## config.mk

```make
export PLATFORM = sky130hd
export DESIGN_NAME = mux4_1_sel
export DESIGN_NICKNAME = d
export VERILOG_FILES = /design/src/rtl/mux_pkg.sv /design/src/rtl/mux2_1.sv /design/src/rtl/mux4_1_sel.sv
export SDC_FILE = /design/constraint.sdc
export NUM_CORES = 1
export LEC_CHECK = 0
export ABC_AREA = 1
export CORE_ASPECT_RATIO = 0.8
export CORE_MARGIN = 2
export CORE_UTILIZATION = 30
export DETAILED_ROUTE_END_ITERATION = 16
export PLACE_DENSITY = 0.85
export SLEW_MARGIN = 20
export SYNTH_ARGS = -nofsm -noshare
export SYNTH_HDL_FRONTEND = slang
export SYNTH_SLANG_ARGS = --single-unit
```

## constraint.sdc

```tcl
create_clock -name vclk -period 0.95
set_input_delay 0.19 -clock vclk [all_inputs]
set_output_delay 0.19 -clock vclk [all_outputs]
set_load 0.03 [all_outputs]
```

## src/rtl/mux_pkg.sv

```systemverilog
// Shared select-code definitions for the datapath word multiplexers.
package mux_pkg;

    localparam logic [1:0] SEL_D0 = 2'b00;
    localparam logic [1:0] SEL_D1 = 2'b01;
    localparam logic [1:0] SEL_D2 = 2'b10;
    localparam logic [1:0] SEL_D3 = 2'b11;

    function automatic logic [1:0] sel_code(input logic s1, input logic s0);
        return {s1, s0};
    endfunction

endpackage

```

## src/rtl/mux2_1.sv

```systemverilog
// 2-to-1 word multiplexer: Y = S ? B : A, with an unknown select giving an all-X word.
module mux2_1 #(
    parameter int WIDTH = 16
) (
    input  logic             S,
    input  logic [WIDTH-1:0] A,
    input  logic [WIDTH-1:0] B,
    output logic [WIDTH-1:0] Y
);

    // A case statement rather than ?: so an X/Z select yields all-X instead of merged bits.
    always_comb begin
        case (S)
            1'b0:    Y = A;
            1'b1:    Y = B;
            default: Y = 'x;
        endcase
    end

endmodule

```

## src/rtl/mux4_1_sel.sv

```systemverilog
// 4-to-1 word multiplexer built as a tree of mux2_1 cells.
// Define MUX4_1_OUT_REG_EN to register O (synchronous active-high RST clears it).
module mux4_1_sel
    import mux_pkg::*;
#(
    parameter int WIDTH = 16
) (
    input  logic             CLK,
    input  logic             RST,
    input  logic [WIDTH-1:0] D0,
    input  logic [WIDTH-1:0] D1,
    input  logic [WIDTH-1:0] D2,
    input  logic [WIDTH-1:0] D3,
    input  logic             S0,
    input  logic             S1,
    output logic [WIDTH-1:0] O
);

    logic [1:0]       sel;
    logic [WIDTH-1:0] lo_y;
    logic [WIDTH-1:0] hi_y;
    logic [WIDTH-1:0] mux_y;

    assign sel = sel_code(S1, S0);

    mux2_1 #(.WIDTH(WIDTH)) u_mux_lo (.S(sel[0]), .A(D0),   .B(D1),   .Y(lo_y));
    mux2_1 #(.WIDTH(WIDTH)) u_mux_hi (.S(sel[0]), .A(D2),   .B(D3),   .Y(hi_y));
    mux2_1 #(.WIDTH(WIDTH)) u_mux_o  (.S(sel[1]), .A(lo_y), .B(hi_y), .Y(mux_y));

`ifdef MUX4_1_OUT_REG_EN
    logic [WIDTH-1:0] o_d;
    logic [WIDTH-1:0] o_q;

    always_comb begin
        o_d = mux_y;
    end

    always_ff @(posedge CLK) begin
        if (RST) begin
            o_q <= '0;
        end else begin
            o_q <= o_d;
        end
    end

    assign O = o_q;
`else
    // Clock and reset are intentionally unused in the combinational build.
    logic unused_clk_rst;
    assign unused_clk_rst = CLK ^ RST;

    assign O = mux_y;
`endif

endmodule

```

==> results.yml <==
logic_synthesis:
  synth_area_leaders: "nand2_1, inv_1, nand3_1"
  yosys_warnings: 0
  synth_fa_ha_area_frac: 0
  syn-cell-area_um2: 806
  synthXorXnorAreaFrac: 0
  synth_compound_area_frac: 0
  synth_top_family_by_area: "simple AND/OR/NAND/NOR gates"
  synthCells: 188
  ys_seq_area_frac: 0
  syn_nets: 256
  synth_top_cell_area_share: 0.373
  synthMuxAreaShare: 0
  ys_types: 8
  avgSynthCellArea_um2: 4.29
  synth.largest_area_cell: "nand2_1"
  yosys.area_share.simple: 0.571
placement:
  dp.cells: 300
  portBuffers: 82
  dp_hpwl_um: 2090
  gp_congestion: 0.844
power:
  power_leakage_nw: 1.23
  p_per_area_nw_per_um2: 493
  vdd_drop_max_uv: 240
  power.total_mw: 0.965
layout:
  seqCellArea_um2: 0
  drive_gt1_frac: 0.368
  diodes: 0
  clock_buffers: 0
  fin_cells: 305
  seq_cells: 0
  nets: 339
  area_growth_pct: 143
worst_hold_path:
  hold_path_class: "primary input to output pin"
  whs_path_depth: 5
  whs_endpoint: "O[3]"
  min-delay-start: "S1"
routing:
  drt-initial-drc-count: 60
  viasPerCell: 4.33
  antenna_left: 0
  wl_um: 3710
  first_pass_iters: 4
  drc: 0
  detail_route.wl_per_cell_um: 12.2
  vias: 1322
clock_tree:
  ctsHoldBuffers: 0
timing:
  hold_violations: 0
  max_freq_ghz: 0.955
  rsz0062_at_grt: "yes"
  slew_violations: 0
  fin_crit_ns: 1.05
  setup_viol: 16
  slew_headroom: 0.836
  worst_slack_ns: -0.0970
  period_share: 1.10
  hold_ws_ns: 0.802
  tightest_slew_ns: 0.245
global_routing:
  grt_max_degree: 17
  grt-ovfl-total: 0
  first_global_vias: 1241
  antenna_found_initial: 0
  grt.total_usage: 0.226
  grt_pass1_wl_um: 5480
floorplanning:
  initial_core_util: 0.322
  io_pins: 84
  dieWidth_um: 61.9
  die_h_um: 50.4
  fp-row-count: 16
  dieArea_um2: 3120
  coreArea_um2: 2500
outcome:
  violations: "setup timing"
  status: "finished with violations"
critical_path:
  crit_slowest_cell: "clkinvlp_4"
  crit_chain: "buf_12 > clkinvlp_4 > nand3_2 > nand2_2 > buf_6"
  cpPeakStageDelay_ns: 0.23
  cp-end-kind: "output pin"
  cp.arrival_ns: 0.86
  cp.required_ns: 0.76
  path_max_fanout: 8
  startpoint_type: "primary input"
  path_class: "primary input to output pin"
flow_run:
  drv_cap: 0
==> cells in the mapped netlist <==
master,n
inv_4,1
inv_1,64
nand3_1,32
buf_6,6
inv_2,1
buf_2,1
buf_4,3
nand2_1,80
==> cell type report <==
class                      count  area (µm²)
tap                           36        45.0
timing repair inverter         2        18.8
fill                         199         543
inverter                      66         258
multi-input combinational    112         716
timing repair buffer          89         922
==> where the power goes <==
| part | internal (mW) | switching [mW] |
|---|---|---|
| Sequential | 0 | 0 |
| Clock | 0 | 0 |
| Combinational | 0.468 | 0.497 |
| Total | 0.468 | 0.497 |
==> repair_timing <==
action                                  CTS  global route
buffers inserted                          0             0
cloned                                    5             0
pin swaps                                53            17
endpoints found under the setup margin   16            16
gates resized for setup                 143            30
==> logic make-up after synthesis <==
group | Yosys count
and+or+nand+nor | 112
buffers and inverters | 76
==> routing by layer <==
metal | up-vias | GRT usage | part of all wire
met1 | 566 | 0.301 | 0.42
met2 | 57 | 0.396 | 0.49
met5 | - | 0 | 0
met3 | 10 | 0.0129 | 0.059
li1 | 689 | - | -
met4 | 0 | 0.0355 | 0.027
==> metrics by stage <==
| step | instance area [µm²] | TNS, ns | setup slack (ns) | util |
|---|---|---|---|---|
| finish | 1960 | -1.10 | -0.0970 | 0.783 |
| global route | 1960 | -1.59 | -0.126 | 0.783 |
| CTS | 1860 | -1.13 | -0.104 | 0.745 |
| detailed placement | 1620 | -10.10 | -0.645 | 0.647 |
| global placement | 1620 | -9.36 | -0.590 | 0.647 |
| floorplan | 846 | 0 | 0.00739 | - |
==> cell usage in the layout (no fill, tap or decap) <==
master and count:
nand3_1 6, nand3_2 26, inv_4 1, buf_12 2, inv_1 58, clkdlybuf4s15_1 4, nand2_1 42, inv_8 2
buf_4 2, buf_6 17, nand2_2 32, clkinvlp_4 1, inv_2 6, buf_16 4, nand2_4 6, dlygate4sd2_1 60
==> worst max path at each step <==
| stage | slack [ns] | cells after the start | startpoint | endpoint |
|---|---|---|---|---|
| after global routing | -0.13 | 6 | S0 | O[10] |
| after detailed placement | -0.65 | 6 | S0 | O[1] |
| final | -0.1 | 5 | S1 | O[2] |
| after CTS | -0.10 | 5 | S1 | O[0] |
| after floorplan | 0.007 | 5 | S1 | O[10] |
| after global placement | -0.59 | 6 | S0 | O[1] |
==> worst max-delay path: cells and delay by family <==
family,cells,cell delay [ns]
simple gates,2,0.21
buf+inv,3,0.45
(Power assumes the default switching activity.)
